===== src/rtl/icache_refill.sv =====
// icache_refill: single-outstanding instruction-cache miss refill engine.
// A fetch miss is latched, one word-aligned read is issued to memory, and the
// returned word is written into the icache and forwarded to fetch. A pipeline
// flush abandons the result. A bounded wait turns a lost response into a
// one-cycle refill_err pulse.
module icache_refill #(
    parameter logic [7:0] TIMEOUT = 8'd255
) (
    input  logic        clk,
    input  logic        rst,
    input  logic        miss_valid,
    input  logic [31:0] miss_addr,
    input  logic        flush,
    output logic        stall,
    output logic        mem_req,
    output logic [31:0] mem_addr,
    input  logic        mem_ready,
    input  logic        mem_rvalid,
    input  logic [31:0] mem_rdata,
    output logic        w_en,
    output logic [31:0] w_addr,
    output logic [31:0] w_data,
    output logic        refill_done,
    output logic [31:0] refill_data,
    output logic        refill_err
);

    typedef enum logic [2:0] {
        S_IDLE  = 3'd0,
        S_REQ   = 3'd1,
        S_WAIT  = 3'd2,
        S_WRITE = 3'd3,
        S_DRAIN = 3'd4
    } state_t;

    state_t      state_r;
    state_t      state_s;
    logic [31:0] addr_r;
    logic [31:0] addr_s;
    logic [31:0] data_r;
    logic [31:0] data_s;
    logic [7:0]  cnt_r;
    logic [7:0]  cnt_s;
    logic        req_r;
    logic        wen_r;
    logic        done_r;
    logic        err_r;
    logic        err_s;
    logic        timeout_s;
    logic        addr_lsb_unused_s;

    // Byte offset of the miss address is irrelevant: requests are word aligned.
    assign addr_lsb_unused_s = ^miss_addr[1:0];

    // The current WAIT/DRAIN cycle is the last one allowed without a response.
    always_comb begin
        timeout_s = (cnt_r == (TIMEOUT - 8'd1));
    end

    // Next-state, address/data capture and timeout counter update.
    always_comb begin
        state_s = state_r;
        addr_s  = addr_r;
        data_s  = data_r;
        cnt_s   = cnt_r;
        err_s   = 1'b0;
        case (state_r)
            S_IDLE: begin
                if (miss_valid && !flush) begin
                    addr_s  = {miss_addr[31:2], 2'b00};
                    state_s = S_REQ;
                end else begin
                    state_s = S_IDLE;
                end
            end
            S_REQ: begin
                if (mem_ready) begin
                    // Request accepted: it is outstanding even if fetch no
                    // longer wants it, so a flush here must drain the reply.
                    cnt_s = 8'd0;
                    if (flush) begin
                        state_s = S_DRAIN;
                    end else begin
                        state_s = S_WAIT;
                    end
                end else if (flush) begin
                    state_s = S_IDLE;
                end else begin
                    state_s = S_REQ;
                end
            end
            S_WAIT: begin
                if (mem_rvalid) begin
                    if (flush) begin
                        state_s = S_IDLE;
                    end else begin
                        data_s  = mem_rdata;
                        state_s = S_WRITE;
                    end
                end else if (timeout_s) begin
                    err_s   = 1'b1;
                    state_s = S_IDLE;
                end else begin
                    cnt_s = cnt_r + 8'd1;
                    if (flush) begin
                        state_s = S_DRAIN;
                    end else begin
                        state_s = S_WAIT;
                    end
                end
            end
            S_WRITE: begin
                state_s = S_IDLE;
            end
            S_DRAIN: begin
                if (mem_rvalid) begin
                    state_s = S_IDLE;
                end else if (timeout_s) begin
                    err_s   = 1'b1;
                    state_s = S_IDLE;
                end else begin
                    cnt_s   = cnt_r + 8'd1;
                    state_s = S_DRAIN;
                end
            end
            default: begin
                state_s = S_IDLE;
            end
        endcase
    end

    // State, latched address/data and timeout counter registers.
    always_ff @(posedge clk or posedge rst) begin
        if (rst) begin
            state_r <= S_IDLE;
            addr_r  <= 32'd0;
            data_r  <= 32'd0;
            cnt_r   <= 8'd0;
        end else begin
            state_r <= state_s;
            addr_r  <= addr_s;
            data_r  <= data_s;
            cnt_r   <= cnt_s;
        end
    end

    // Per-state output strobes, registered from the next state.
    always_ff @(posedge clk or posedge rst) begin
        if (rst) begin
            req_r  <= 1'b0;
            wen_r  <= 1'b0;
            done_r <= 1'b0;
            err_r  <= 1'b0;
        end else begin
            req_r  <= (state_s == S_REQ);
            wen_r  <= (state_s == S_WRITE);
            done_r <= (state_s == S_WRITE);
            err_r  <= err_s;
        end
    end

    // Fetch holds while a refill is in progress or one is about to start.
    always_comb begin
        stall = (state_r != S_IDLE) || (miss_valid && !flush);
    end

    // A flush during the write cycle still fills the cache line but must not
    // hand the instruction to a pipeline that has been redirected.
    always_comb begin
        refill_done = done_r && !flush;
    end

    assign mem_req     = req_r;
    assign mem_addr    = addr_r;
    assign w_en        = wen_r;
    assign w_addr      = addr_r;
    assign w_data      = data_r;
    assign refill_data = data_r;
    assign refill_err  = err_r;

endmodule


===== config.mk =====
export PLATFORM = sky130hd
export DESIGN_NAME = icache_refill
export DESIGN_NICKNAME = d
export VERILOG_FILES = /design/src/rtl/icache_refill.sv
export SDC_FILE = /design/constraint.sdc
export NUM_CORES = 1
export LEC_CHECK = 0
export BUFFER_PORTS_ARGS = -buffer_cell sky130_fd_sc_hd__buf_2
export CAP_MARGIN = 20
export CORE_MARGIN = 5
export CORE_UTILIZATION = 36
export DETAILED_ROUTE_END_ITERATION = 10
export PLACE_DENSITY = 0.66
export SLEW_MARGIN = 30
export SYNTH_ARGS = -nofsm -noshare
export SYNTH_HDL_FRONTEND = slang
export SYNTH_SLANG_ARGS = --single-unit
export TNS_END_PERCENT = 5

===== constraint.sdc =====
create_clock -name clk -period 2.77 [get_ports clk]
set_input_delay 0.277 -clock clk [delete_from_list [all_inputs] [get_ports clk]]
set_output_delay 0.277 -clock clk [all_outputs]
set_load 0.03 [all_outputs]

======== Word-level counts from Yosys, hierarchy flattened ========
Index checks and enable logic that the tools add are counted.
storage, ports and cells
  register bits ........................... 76
  output and inout bits ................... 133
operators by class
  add/sub/neg operators ................... 1
  eq/ne operators ......................... 9
  multiplexer cells ....................... 17
  bitwise operators ....................... 1
  reduce and logical (&&, ||, !) cells .... 11
operators by type and width
  operator               count
  $mux W8                3
  $mux W3                6
  $pmux W8 S2            1
  $pmux W3 S4            1
  $add A8 B1 Y8 const B  1
  $eq A8 B8 Y1 const B   1
  $eq A3 B1 Y1 const B   2
  $eq A3 B2 Y1 const B   2
  $ne A2 B2 Y1 const B   3
  $mux W1                5
  $reduce_and A4 Y1      1
  $eq A3 B3 Y1 const B   1
  $logic_not A3 Y1       1
  $reduce_and A3 Y1      1
  $reduce_bool A3 Y1     1
  $logic_and A1 B1 Y1    2
  $mux W2                1
  $reduce_and A2 Y1      1
  $reduce_bool A2 Y1     1
  $reduce_or A2 Y1       1
  $logic_not A1 Y1       1
  $logic_or A1 B1 Y1     1
  $not A1 Y1             1

======== Logic depth before layout (Yosys ltp) ========
Gate-level depths: netlist of run 1.
  depth after elaboration ................. 5
  gate-level depth with buffers ........... 6
  mapped depth without buffers ............ 6

======== Worst setup path after synthesis of run 1 ========
No wires, ideal clock.
  path type ............................... reg-to-reg
  start point ............................. reg state_r[0]
  end point ............................... reg data_r[0] (netlist: refill_data[0])
  arrival ................................. 1.412 ns
  required time ........................... 2.645 ns
  slack ................................... 1.233 ns
  stages on the path, launching flop included .. 6
  path buffers ............................ 2
  clock period less this slack ............ 1.537 ns
  path through ............................ dfrtp_1 > clkbuf_1 > nor2_1 > nand3_1 > buf_2 > mux2_2
between the ends
  word-level cells in the longest chain between the ends .. 2
ends and longest elaborated chain
  element                      line  text
  from (decl)                  36    state_t state_r;
  from (signal assigned)       140   state_r <= state_s;
  $eq A3 B2 Y1                 67    case (state_r)
  $reduce_and A3 Y1 (no line)  -
  to (signal assigned)         142   data_r <= data_s;
  to (decl)                    40    logic [31:0] data_r;
Every way passes these cells.
A chain may end at the register's enable or synchronous reset.

======== Final worst setup path of run 1 ========
  start point ............................. reg state_r[0]
  end point ............................... out stall
between the ends
  word-level cells in the longest chain between the ends .. 2
ends and longest elaborated chain
  element             line  text
  $reduce_bool A3 Y1  164   stall = (state_r != S_IDLE) || (miss_valid && !flush);
  $logic_or A1 B1 Y1  164
  to (decl)           14    output logic stall,
Every way passes these cells.

==> results.rst, run 1 <==
.. list-table::
   :header-rows: 1

   * - Metric
     - Value
   * - Post-CTS setup-driven buffer insertion count
     - 0
   * - Final weighted congestion of routability-driven global placement
     - 0.779
   * - Final Hold Viols
     - 0
   * - Achievable frequency
     - 0.590 GHz
   * - Beginning of the critical path
     - state_r[0]
   * - Type of the worst min-delay path
     - in2reg
   * - Htree depth
     - 3
   * - Floorplan Core Area
     - 9640 sq um
   * - Root cell of the clock tree
     - sky130_fd_sc_hd__clkbuf_8
   * - Multi-input combinational cell area
     - 1090 sq um
   * - Clock tree sinks
     - 76
   * - Main combinational cell family by area after synthesis
     - multiplexers
   * - Number of instances in the placed design
     - 538
   * - Clock Latency Late Sink
     - 0.33 ns
   * - Site Rows
     - 36
   * - Required time of the worst setup path
     - 2.49 ns
   * - Fraction of synthesized cell area in xor and xnor cells
     - 0.00248
   * - Arrival time at the worst endpoint
     - 1.42 ns
   * - Post-Route WL
     - 7620 um
   * - Area fraction in and, or, nand and nor cells after synthesis
     - 0.0540
   * - Clock buffer depth
     - 2
   * - Via count
     - 2495
   * - Biggest fanout along the worst timing path
     - 10
   * - Synth Instances
     - 275
   * - IO Count
     - 203
   * - Horiz. Die Dim
     - 109 um
   * - Category of the critical setup timing path
     - reg2out
   * - Wire length of the first global-routing pass
     - 11600 um
   * - Setup skew after layout
     - 0.00874 ns
   * - Footprint of the flip-flops and latches
     - 1900 sq um
   * - ANT cells
     - 0
   * - Clk slew on worst S/H paths
     - 0.08 ns
   * - Post-route insts no fill
     - 554
   * - Post-cts resize count
     - 0
   * - # hold bufs at CTS
     - 1
   * - Tot GR Track Use
     - 0.125
   * - Initial core utilization
     - 0.366
   * - Slew Limit Headroom
     - 0.641
   * - Tightest Pin Transition
     - 0.534 ns
   * - Inserted Clock Buffers
     - 9
   * - Count of filler cells inserted in the layout
     - 890
   * - First-pass iteration count of the detailed router
     - 4
   * - Max-cap viol count
     - 0
   * - Pwr dens
     - 1080 nW/um^2
   * - Worst IR drop on VDD
     - 0.517 mV
   * - Final setup TNS
     - 0 ns
   * - Proportion of synthesized chip area in sequential cells
     - 0.540
   * - Pin count of the biggest net entering global routing
     - 34
   * - Share of cells above drive strength 1
     - 0.665
   * - 1st-iter DRT viols
     - 116
   * - Mean number of vias per cell
     - 4.50
   * - HPWL after DPL
     - 5900 um
   * - Period Utilization, post-route
     - 0.612
   * - CTS tree
     - yes
   * - Area of the die
     - 11900 sq um
   * - Distinct cell type count after synthesis
     - 33
   * - Antenna violations before repair
     - 0
   * - Outcome
     - finished, final reports clean
   * - Category of the worst setup path capture point
     - output port
   * - Leakage dissipation
     - 2.37 nW
   * - Synthesis Warnings
     - 0
   * - DR DRC count
     - 0
   * - Register-to-register setup slack
     - 1.10 ns
   * - Unrepaired setup endpoints after global routing
     - no
   * - Total count of max-transition violations in the final report
     - 0
   * - Flip-flop and latch count after synthesis
     - 76
   * - Overall overflow remaining after global route
     - 0
   * - Worst reg2reg path startpoint
     - state_r[2]
   * - Mean post-synth cell area
     - 12.8 sq um
   * - Synthesized cell area
     - 3520 sq um
   * - Number of port buffers
     - 196
   * - Adder-Cell Fraction of Synth Area
     - 0.00710
   * - Startpoint types
     - flop
   * - Routed WL per cell
     - 13.8 um
   * - Final setup violation count
     - 0
   * - Vias in the first global route
     - 2456
   * - Multiplexer share of the synthesized area
     - 0.210
   * - Complex-gate fraction of the synthesized area
     - 0.0305
   * - Final worst path period need
     - 1.69 ns
   * - Antenna-violating nets left
     - 0
   * - Final net count
     - 489
   * - Hold Startpoint
     - mem_rdata[22]
   * - Die Y-Extent
     - 109 um
   * - Area overhead of the layout relative to synthesis
     - 23.8%
## final cells by class
type	count	share of cell area
Clock buffer	13	0.0364
Clock inverter	2	0.00229
Inverter	5	0.00459
Multi-Input combinational cell	124	0.249
Sequential cell	76	0.436
Tap cell	133	0.0381
Timing Repair Buffer	201	0.234
## where the power goes
part / switching [W] / leakage, nW / internal [W]
Clock: 0.000369 / 0.0893 / 0.000368
Combinational: 0.00165 / 1.32 / 0.000697
Sequential: 0.000219 / 0.960 / 0.00143
Total: 0.00224 / 2.37 / 0.00249
## cells in the final DEF (no fill, tap or decap)
cell / instances
sky130_fd_sc_hd__a211oi_1: 1
sky130_fd_sc_hd__a21oi_1: 4
sky130_fd_sc_hd__a31o_2: 1
sky130_fd_sc_hd__a31oi_1: 1
sky130_fd_sc_hd__and2_1: 1
sky130_fd_sc_hd__and3_1: 1
sky130_fd_sc_hd__and4_1: 1
sky130_fd_sc_hd__buf_2: 196
sky130_fd_sc_hd__buf_4: 4
sky130_fd_sc_hd__clkbuf_1: 2
sky130_fd_sc_hd__clkbuf_8: 11
sky130_fd_sc_hd__clkinv_2: 3
sky130_fd_sc_hd__conb_1: 4
sky130_fd_sc_hd__dfrtp_1: 76
sky130_fd_sc_hd__dlygate4sd3_1: 1
sky130_fd_sc_hd__ha_1: 2
sky130_fd_sc_hd__inv_1: 4
sky130_fd_sc_hd__mux2_2: 63
sky130_fd_sc_hd__mux2i_1: 3
sky130_fd_sc_hd__nand2_1: 5
sky130_fd_sc_hd__nand2b_1: 3
sky130_fd_sc_hd__nand3_1: 7
sky130_fd_sc_hd__nand4_1: 1
sky130_fd_sc_hd__nand4b_1: 1
sky130_fd_sc_hd__nor2_1: 5
sky130_fd_sc_hd__nor2b_1: 2
sky130_fd_sc_hd__nor3_1: 4
sky130_fd_sc_hd__nor4_1: 2
sky130_fd_sc_hd__o211ai_1: 1
sky130_fd_sc_hd__o21ai_0: 5
sky130_fd_sc_hd__o311ai_2: 1
sky130_fd_sc_hd__o31ai_1: 1
sky130_fd_sc_hd__o41ai_1: 1
sky130_fd_sc_hd__or3_1: 1
sky130_fd_sc_hd__or4_4: 1
sky130_fd_sc_hd__xnor2_1: 1
## path summary, 6_finish.rpt
check,end,depth (start not counted)
worst max-delay path,stall,3
worst min-delay path,refill_data[22],2
worst max register to register,refill_data[12],5
worst min register to register,mem_addr[31],1
max in group asynchronous,mem_addr[22],4
min in group asynchronous,state_r[2],3
## registers in the layout, summed over array words and instances (netlist names)
signal,flops
refill_data,32
mem_addr,30
cnt_r,8
state_r,3
done_r,1
mem_req,1
refill_err,1
## synthesized netlist by cell type, drive strengths merged
| library cell | number | share of area |
|---|---|---|
| nand4b | 1 | 0.0025 |
| nand2b | 3 | 0.0053 |
| mux2 | 63 | 0.20 |
| or3 | 1 | 0.0018 |
| and3 | 1 | 0.0018 |
| conb | 1 | 0.0011 |
| o41ai | 1 | 0.0025 |
| or4 | 1 | 0.0032 |
| nand3 | 7 | 0.0099 |
| nor2 | 5 | 0.0053 |
| and4 | 1 | 0.0025 |
| o311ai | 1 | 0.0046 |
| mux2i | 3 | 0.0085 |
| and2 | 1 | 0.0018 |
| inv | 5 | 0.0053 |
| a211oi | 1 | 0.0021 |
| nor2b | 2 | 0.0035 |
| buf | 72 | 0.15 |
| a31o | 1 | 0.0025 |
| ha | 2 | 0.0071 |
| dfrtp | 76 | 0.54 |
| nand2 | 5 | 0.0053 |
| clkbuf | 1 | 0.0011 |
| nor4 | 2 | 0.0035 |
| o31ai | 1 | 0.0021 |
| nor3 | 4 | 0.0057 |
| o211ai | 1 | 0.0021 |
| a31oi | 1 | 0.0018 |
| a21oi | 4 | 0.0057 |
| nand4 | 1 | 0.0018 |
| o21ai | 5 | 0.0071 |
| xnor2 | 1 | 0.0025 |
## worst max-delay path, stage by stage (launching register included)
cell,delay [ns]
sky130_fd_sc_hd__dfrtp_1,0.49
sky130_fd_sc_hd__nor3_1,0.27
sky130_fd_sc_hd__o21ai_0,0.13
sky130_fd_sc_hd__buf_2,0.19
## metal layers
layer / wire (um) / GRT usage / vias to the layer above
met5: 0 / 0 / -
met3: 843 / 0.0332 / 11
met4: 133 / 0.0595 / 0
met2: 3690 / 0.212 / 141
met1: 2960 / 0.147 / 1184
li1: - / - / 1159
## through the flow
stage	total power, W	setup slack (ns)	cell area (sq um)	utilization	hold slack [ns]
floorplan	0.00370	0.555	3540	-	0.340
global placement	0.00401	1.16	4190	0.434	0.257
detailed placement	0.00404	1.11	4190	0.434	0.265
CTS	0.00481	1.04	4360	0.453	0.136
global route	0.00499	0.927	4360	0.453	0.142
finish	0.00473	1.08	4360	0.453	0.167
## kinds of logic after synthesis
| logic type | Yosys count |
|---|---|
| xor+xnor | 1 |
| mux | 66 |
| other cells | 1 |
| fa+ha+maj | 2 |
| compound gates | 16 |
| simple gates | 35 |
| buf+inv | 78 |
| flops | 76 |
No activity file was read; power rests on OpenSTA's default activity.
==> inputs of run 2 (changes only) <==
--- a/config.mk
+++ b/config.mk
@@ -5,12 +5,13 @@
 export SDC_FILE = /design/constraint.sdc
 export NUM_CORES = 1
 export LEC_CHECK = 0
+export ABC_AREA = 1
 export BUFFER_PORTS_ARGS = -buffer_cell sky130_fd_sc_hd__buf_2
 export CAP_MARGIN = 20
 export CORE_MARGIN = 5
 export CORE_UTILIZATION = 36
 export DETAILED_ROUTE_END_ITERATION = 10
-export PLACE_DENSITY = 0.66
+export PLACE_DENSITY = 0.65
 export SLEW_MARGIN = 30
 export SYNTH_ARGS = -nofsm -noshare
 export SYNTH_HDL_FRONTEND = slang
==> constraint.sdc (replaced) <==
create_clock -name clk -period 1.7 [get_ports clk]
set_input_delay 0.17 -clock clk [delete_from_list [all_inputs] [get_ports clk]]
set_output_delay 0.17 -clock clk [all_outputs]
set_load 0.03 [all_outputs]
==> results.rst, run 2 <==
.. list-table::
   :header-rows: 1

   * - Metric
     - Value
   * - Most used flip-flop cell after synthesis
     - sky130_fd_sc_hd__dfrtp_1
   * - Inserted Clock Buffers
     - 9
   * - Antenna violations before repair
     - 0
   * - Category of the worst setup path capture point
     - output port
   * - First-pass iteration count of the detailed router
     - 4
   * - Distinct cell type count after synthesis
     - 29
   * - Hold Startpoint
     - mem_rdata[5]
   * - CTS tree
     - yes
   * - HPWL after DPL
     - 6430 um
   * - Category of the critical setup timing path
     - reg2out
   * - CP cell instances
     - nor2_4 -> nand3_1 -> buf_2
   * - Final weighted congestion of routability-driven global placement
     - 0.820
   * - Type of the worst min-delay path
     - in2reg
   * - Leading cell type in the layout, fill and taps excluded
     - sky130_fd_sc_hd__buf_2
   * - Number of cells on the worst reg-to-reg path
     - 9
   * - Net switching power
     - 0.00396 W
   * - Master of the slowest instance on the critical path
     - sky130_fd_sc_hd__dfrtp_1
   * - Arrival time at the worst endpoint
     - 1.25 ns
   * - Clock Latency Late Sink
     - 0.35 ns
   * - Crit-path max cell delay
     - 0.45 ns
   * - Synthesis Warnings
     - 0
   * - Vias in the first global route
     - 3043
   * - Flip-flop and latch count after synthesis
     - 76
   * - Slew Limit Headroom
     - 0.625
   * - # hold bufs at CTS
     - 19
   * - Hold-critical path endpoint
     - refill_data[5]
   * - Unrepaired setup endpoints after global routing
     - no
   * - IO Count
     - 203
   * - Part of the total power dissipated in sequential elements
     - 0.342
   * - Worst IR drop on VDD
     - 0.724 mV
   * - Achievable frequency
     - 0.705 GHz
   * - Complex-gate fraction of the synthesized area
     - 0.0469
   * - Final Hold Viols
     - 0
   * - Post-CTS setup-driven buffer insertion count
     - 0
   * - Final worst path period need
     - 1.42 ns
   * - Internal Dissipation
     - 0.00403 W
   * - Tot GR Track Use
     - 0.139
   * - FF-to-FF End
     - cnt_r[5]
   * - Combinational cell fraction of total power
     - 0.495
   * - Delay-heaviest family, CP
     - flip-flops
   * - Area overhead of the layout relative to synthesis
     - 27.3%
   * - Flip-flop count of the largest register after layout
     - 32
   * - Routed WL per cell
     - 11.9 um
   * - Antenna-violating nets left
     - 0
   * - Post-cts resize count
     - 0
   * - Initial core utilization
     - 0.365
   * - Area of the die
     - 12500 sq um
   * - Startpoint types
     - flop
   * - Wire length of the first global-routing pass
     - 14500 um
   * - Horiz. Die Dim
     - 112 um
   * - Clk slew on worst S/H paths
     - 0.08 ns
   * - Final setup violation count
     - 0
   * - Via count
     - 3145
   * - Area fraction in and, or, nand and nor cells after synthesis
     - 0.231
   * - Total design power
     - 0.00800 W
   * - Commonest cells in the netlist
     - sky130_fd_sc_hd__nand2_1 (157), sky130_fd_sc_hd__dfrtp_1 (76), sky130_fd_sc_hd__buf_4 (66), sky130_fd_sc_hd__inv_1 (39), sky130_fd_sc_hd__o21ai_0 (23)
   * - Number of synthesized flops with an enable pin
     - 0
   * - Post-Route WL
     - 8700 um
   * - Fraction of synthesized cell area in xor and xnor cells
     - 0.00704
   * - Synth Instances
     - 437
   * - Synth top area share
     - 0.509
   * - Total count of max-transition violations in the final report
     - 0
   * - Clock tree sinks
     - 76
   * - Switching power as a share of total power
     - 0.496
   * - Biggest area contributors in the synthesized netlist
     - sky130_fd_sc_hd__dfrtp_1 (51%), sky130_fd_sc_hd__nand2_1 (16%), sky130_fd_sc_hd__buf_4 (13%)
   * - Pin count of the biggest net entering global routing
     - 63
   * - Root cell of the clock tree
     - sky130_fd_sc_hd__clkbuf_8
   * - Overall overflow remaining after global route
     - 0
   * - Period Utilization, post-route
     - 0.835
   * - WP buf/inv
     - 1
   * - Max-cap viol count
     - 0
   * - Required time of the worst setup path
     - 1.53 ns
   * - Die Y-Extent
     - 112 um
   * - Final net count
     - 664
   * - Pwr dens
     - 1680 nW/um^2
   * - Final setup TNS
     - 0 ns
   * - Share of flip-flops with an asynchronous set or reset after synthesis
     - 1.00
   * - Tightest Pin Transition
     - 0.561 ns
   * - Setup skew after layout
     - 0.00984 ns
   * - Count of filler cells inserted in the layout
     - 974
   * - Adder-Cell Fraction of Synth Area
     - 0.00670
   * - Leading cell type by number of instances after synthesis
     - sky130_fd_sc_hd__nand2_1
   * - Biggest fanout along the worst timing path
     - 4
   * - Proportion of synthesized chip area in sequential cells
     - 0.509
   * - Multiplexer share of the synthesized area
     - 0
   * - Share of cells above drive strength 1
     - 0.388
   * - Synthesized cell area
     - 3730 sq um
   * - Cell taking the most area after synthesis
     - sky130_fd_sc_hd__dfrtp_1
   * - 1st-iter DRT viols
     - 150
   * - Leakage dissipation
     - 2.84 nW
   * - Mean number of vias per cell
     - 4.30
   * - Outcome
     - finished, final reports clean
   * - Most frequent cells in the layout
     - sky130_fd_sc_hd__buf_2 (196), sky130_fd_sc_hd__nand2_1 (157), sky130_fd_sc_hd__dfrtp_1 (76)
   * - Power share of the clock group
     - 0.163
   * - Clock buffer depth
     - 2
   * - Register-to-register setup slack
     - 0.29 ns
   * - Main combinational cell family by area after synthesis
     - simple AND/OR/NAND/NOR gates
   * - Number of port buffers
     - 196
   * - DR DRC count
     - 0
   * - Mean post-synth cell area
     - 8.55 sq um
   * - Hold path depth
     - 3
   * - ANT cells
     - 0
   * - Site Rows
     - 37
   * - Floorplan Core Area
     - 10200 sq um
   * - Worst reg2reg path startpoint
     - cnt_r[0]
   * - Htree depth
     - 3
==> run 2: cell types whose count changed after synthesis, sizes merged, moves of 4 or more <==
cell / change
nor2: +12
nand3: +10
mux2: -63
o21ai: +26
nand2: +157
inv: +38
buf: +4
==> run 2: power groups by stage <==
stage               registers (W)  clock network [W]  logic (W)
finish                    0.00273            0.00131    0.00396
global route              0.00284            0.00144    0.00419
CTS                       0.00274            0.00137    0.00400
detailed placement        0.00276                  0    0.00397
global placement          0.00273                  0    0.00395
floorplan                 0.00376                  0    0.00238
==> run 2: routing by layer <==
metal	up-vias	routed length, um	track usage
met5	-	0	0
met4	0	110	0.0495
met3	12	816	0.0457
met2	138	4280	0.236
met1	1427	3490	0.164
li1	1568	-	-
==> run 2: kinds of logic (layout without fill, tap and decap cells) <==
kind of cell               Yosys count  after routing
AOI/OAI and AO/OA                   34             34
xor gates and xnor gates             3              3
adders and majority gates            2              2
buffers and inverters              121            277
DFF                                 76             76
other                                1              4
and+or+nand+nor                    200            200
==> run 2: worst max-delay path by stage <==
stage | slack [ns] | from | cells after the start | end
after global routing | 0.18 | state_r[0] | 4 | mem_addr[27]
after detailed placement | 0.30 | state_r[2] | 7 | refill_data[19]
after floorplan | 0.45 | cnt_r[0] | 9 | cnt_r[5]
after global placement | 0.31 | state_r[2] | 7 | refill_data[20]
final | 0.28 | state_r[0] | 3 | stall
after CTS | 0.25 | state_r[0] | 3 | stall
==> run 2: area by class of cell <==
class                           instances  area, sq um  area share
Clock buffer                           10          128      0.0268
Timing Repair Buffer                  219         1230       0.258
Inverter                               43          168      0.0353
Sequential cell                        76         1900       0.400
Multi-Input combinational cell        243         1110       0.233
Tap cell                              136          170      0.0358
Clock inverter                          5         53.8      0.0113
==> run 2: worst reg2reg max path, delay by kind of cell, from the launching register on <==
kind                       cells  cell delay [ns]
DFF                            1             0.42
buffers and inverters          1             0.10
adders and majority gates      1             0.14
and+or+nand+nor                7             0.65
==> run 2: stage by stage <==
stage	util	setup WS (ns)	hold slack, ns	instances	instance area [sq um]
floorplan	-	0.447	0.233	440	3750
finish	0.465	0.281	0.0158	732	4750
global route	0.465	0.177	0.00572	732	4750
detailed placement	0.428	0.296	0.259	698	4380
CTS	0.465	0.250	0.000172	732	4750
global placement	0.428	0.313	0.257	698	4380
==> inputs of run 3 (changes only) <==
==> constraint.sdc (replaced) <==
create_clock -name clk -period 1.5 [get_ports clk]
set_input_delay 0.15 -clock clk [delete_from_list [all_inputs] [get_ports clk]]
set_output_delay 0.15 -clock clk [all_outputs]
set_load 0.03 [all_outputs]
==> results.rst, run 3 (same netlist as run 2, synthesis figures left out) <==
.. list-table::
   :header-rows: 1

   * - Metric
     - Value
   * - Routed WL per cell
     - 12.1 um
   * - Startpoint types
     - flop
   * - Final Hold Slack
     - 0.0301 ns
   * - Leading cell type in the layout, fill and taps excluded
     - sky130_fd_sc_hd__buf_2
   * - Total count of max-transition violations in the final report
     - 0
   * - Number of port buffers
     - 196
   * - Type of the worst min-delay path
     - in2reg
   * - Via count
     - 3198
   * - DR DRC count
     - 0
   * - WP buf/inv
     - 1
   * - Outcome
     - finished, final reports clean
   * - Combinational cell fraction of total power
     - 0.496
   * - ANT cells
     - 0
   * - Footprint of the flip-flops and latches
     - 1900 sq um
   * - Pwr dens
     - 1870 nW/um^2
   * - Arrival time at the worst endpoint
     - 1.24 ns
   * - Final Worst Setup Slack
     - 0.114 ns
   * - Power share of the clock group
     - 0.167
   * - Category of the worst setup path capture point
     - output port
   * - Unrepaired setup endpoints after global routing
     - no
   * - Area of the die
     - 12500 sq um
   * - Max-cap viol count
     - 0
   * - Site Rows
     - 37
   * - Delay-heaviest family, CP
     - flip-flops
   * - Mean number of vias per cell
     - 4.28
   * - Root cell of the clock tree
     - sky130_fd_sc_hd__clkbuf_8
   * - Switching power as a share of total power
     - 0.493
   * - Antenna violations before repair
     - 0
   * - Worst IR drop on VDD
     - 0.984 mV
   * - Flip-flop count of the largest register after layout
     - 32
   * - Hold path depth
     - 3
   * - Floorplan Core Area
     - 10200 sq um
   * - Number of cells on the critical path
     - 3
   * - First-pass iteration count of the detailed router
     - 4
   * - FF-to-FF End
     - cnt_r[1]
   * - Hold Startpoint
     - mem_rdata[15]
   * - Biggest fanout along the worst timing path
     - 4
   * - Tot GR Track Use
     - 0.144
   * - Antenna-violating nets left
     - 0
   * - Multi-input combinational cell area
     - 1110 sq um
   * - Clk slew on worst S/H paths
     - 0.08 ns
   * - Post-placement worst setup slack
     - 0.0530 ns
   * - HPWL after DPL
     - 6280 um
   * - Most frequent cells in the layout
     - sky130_fd_sc_hd__buf_2 (196), sky130_fd_sc_hd__nand2_1 (157), sky130_fd_sc_hd__dfrtp_1 (76)
   * - Required time of the worst setup path
     - 1.35 ns
   * - Overall overflow remaining after global route
     - 0
   * - Final setup violation count
     - 0
   * - Area overhead of the layout relative to synthesis
     - 31.8%
   * - IO Count
     - 203
   * - Clock buffer depth
     - 2
   * - Final setup TNS
     - 0 ns
   * - Leakage dissipation
     - 2.91 nW
   * - Final Hold Viols
     - 0
   * - Hold-critical path endpoint
     - refill_data[15]
   * - Post-Route WL
     - 9040 um
   * - Clock tree sinks
     - 76
   * - Crit-path max cell delay
     - 0.45 ns
   * - Initial core utilization
     - 0.365
   * - Setup skew after layout
     - 0.00623 ns
   * - CP cell instances
     - nor2_4 -> nand3_1 -> buf_2
   * - Clock Latency Late Sink
     - 0.34 ns
   * - 1st-iter DRT viols
     - 178
   * - Number of cells on the worst reg-to-reg path
     - 8
   * - CTS tree
     - yes
   * - Worst reg2reg path startpoint
     - cnt_r[1]
   * - Share of cells above drive strength 1
     - 0.384
   * - Horiz. Die Dim
     - 112 um
   * - Net switching power
     - 0.00453 W
   * - Final weighted congestion of routability-driven global placement
     - 0.808
   * - Register-to-register setup slack
     - 0.13 ns
   * - Internal Dissipation
     - 0.00465 W
   * - Final net count
     - 680
   * - Category of the critical setup timing path
     - reg2out
   * - Die Y-Extent
     - 112 um
   * - Part of the total power dissipated in sequential elements
     - 0.337
   * - Total design power
     - 0.00918 W
   * - Wire length of the first global-routing pass
     - 15000 um
   * - Vias in the first global route
     - 3156
   * - Pin count of the biggest net entering global routing
     - 77
   * - Htree depth
     - 3
   * - Master of the slowest instance on the critical path
     - sky130_fd_sc_hd__dfrtp_1
   * - Achievable frequency
     - 0.721 GHz
   * - Inserted Clock Buffers
     - 9
   * - Count of filler cells inserted in the layout
     - 971
   * - Final worst path period need
     - 1.39 ns
   * - Period Utilization, post-route
     - 0.924
run 3: cell types whose count changed in the layout (fill, tap and decap cells not counted):
cell,previous run,this run
sky130_fd_sc_hd__clkbuf_1,1,0
sky130_fd_sc_hd__buf_6,0,1
sky130_fd_sc_hd__buf_4,2,4
sky130_fd_sc_hd__inv_4,1,0
sky130_fd_sc_hd__clkinvlp_4,1,2
sky130_fd_sc_hd__dlygate4sd3_1,19,32
sky130_fd_sc_hd__inv_6,0,1
sky130_fd_sc_hd__clkinv_4,1,0
sky130_fd_sc_hd__clkbuf_8,9,10
run 3: worst max path at each step:
stage / startpoint / end / slack [ns]
4_1_cts: state_r[2] / refill_data[7] / 0.04
3_5_place_dp: state_r[2] / refill_data[7] / 0.05
2_1_floorplan: cnt_r[0] / cnt_r[5] / 0.25
6_report: state_r[0] / stall / 0.11
5_1_grt: state_r[2] / refill_data[15] / 0.005
3_3_place_gp: state_r[2] / refill_data[29] / 0.10
run 3: power groups by stage:
stage,sequential (W),combinational (W),clock (W)
after floorplan,0.00426,0.00269,0
after global placement,0.00309,0.00451,0
after detailed placement,0.00312,0.00452,0
after CTS,0.00309,0.00459,0.00162
after global routing,0.00320,0.00482,0.00169
final,0.00309,0.00456,0.00153
run 3: timing repair:
item	4_1_cts	5_1_grt
endpoints found under the setup margin	0	32
resized for setup	0	2
setup buffers	0	2
hold buffers	32	0
hold endpoints to repair	107	0
run 3: final cells by class:
type / instances / share of cell area
Sequential cell: 76 / 0.386
Timing Repair Buffer: 235 / 0.281
Clock buffer: 10 / 0.0280
Clock inverter: 5 / 0.0107
Multi-Input combinational cell: 243 / 0.225
Tap cell: 136 / 0.0346
Inverter: 43 / 0.0346
run 3: worst min-delay path: cells and delay by family:
family	cells	cell delay (ns)
simple gates	2	0.10
buf+inv	1	0.08
run 3: per-stage QoR:
| stage | cells | utilization | area [sq um] |
|---|---|---|---|
| floorplan | 440 | - | 3750 |
| global placement | 699 | 0.429 | 4390 |
| detailed placement | 699 | 0.429 | 4390 |
| CTS | 746 | 0.479 | 4900 |
| global route | 748 | 0.481 | 4920 |
| finish | 748 | 0.481 | 4920 |
run 3: metal layers:
| metal | routed length [um] | global-route usage |
|---|---|---|
| met5 | 0 | 0 |
| met4 | 213 | 0.0714 |
| met3 | 777 | 0.0359 |
| met2 | 4350 | 0.244 |
| met1 | 3700 | 0.170 |
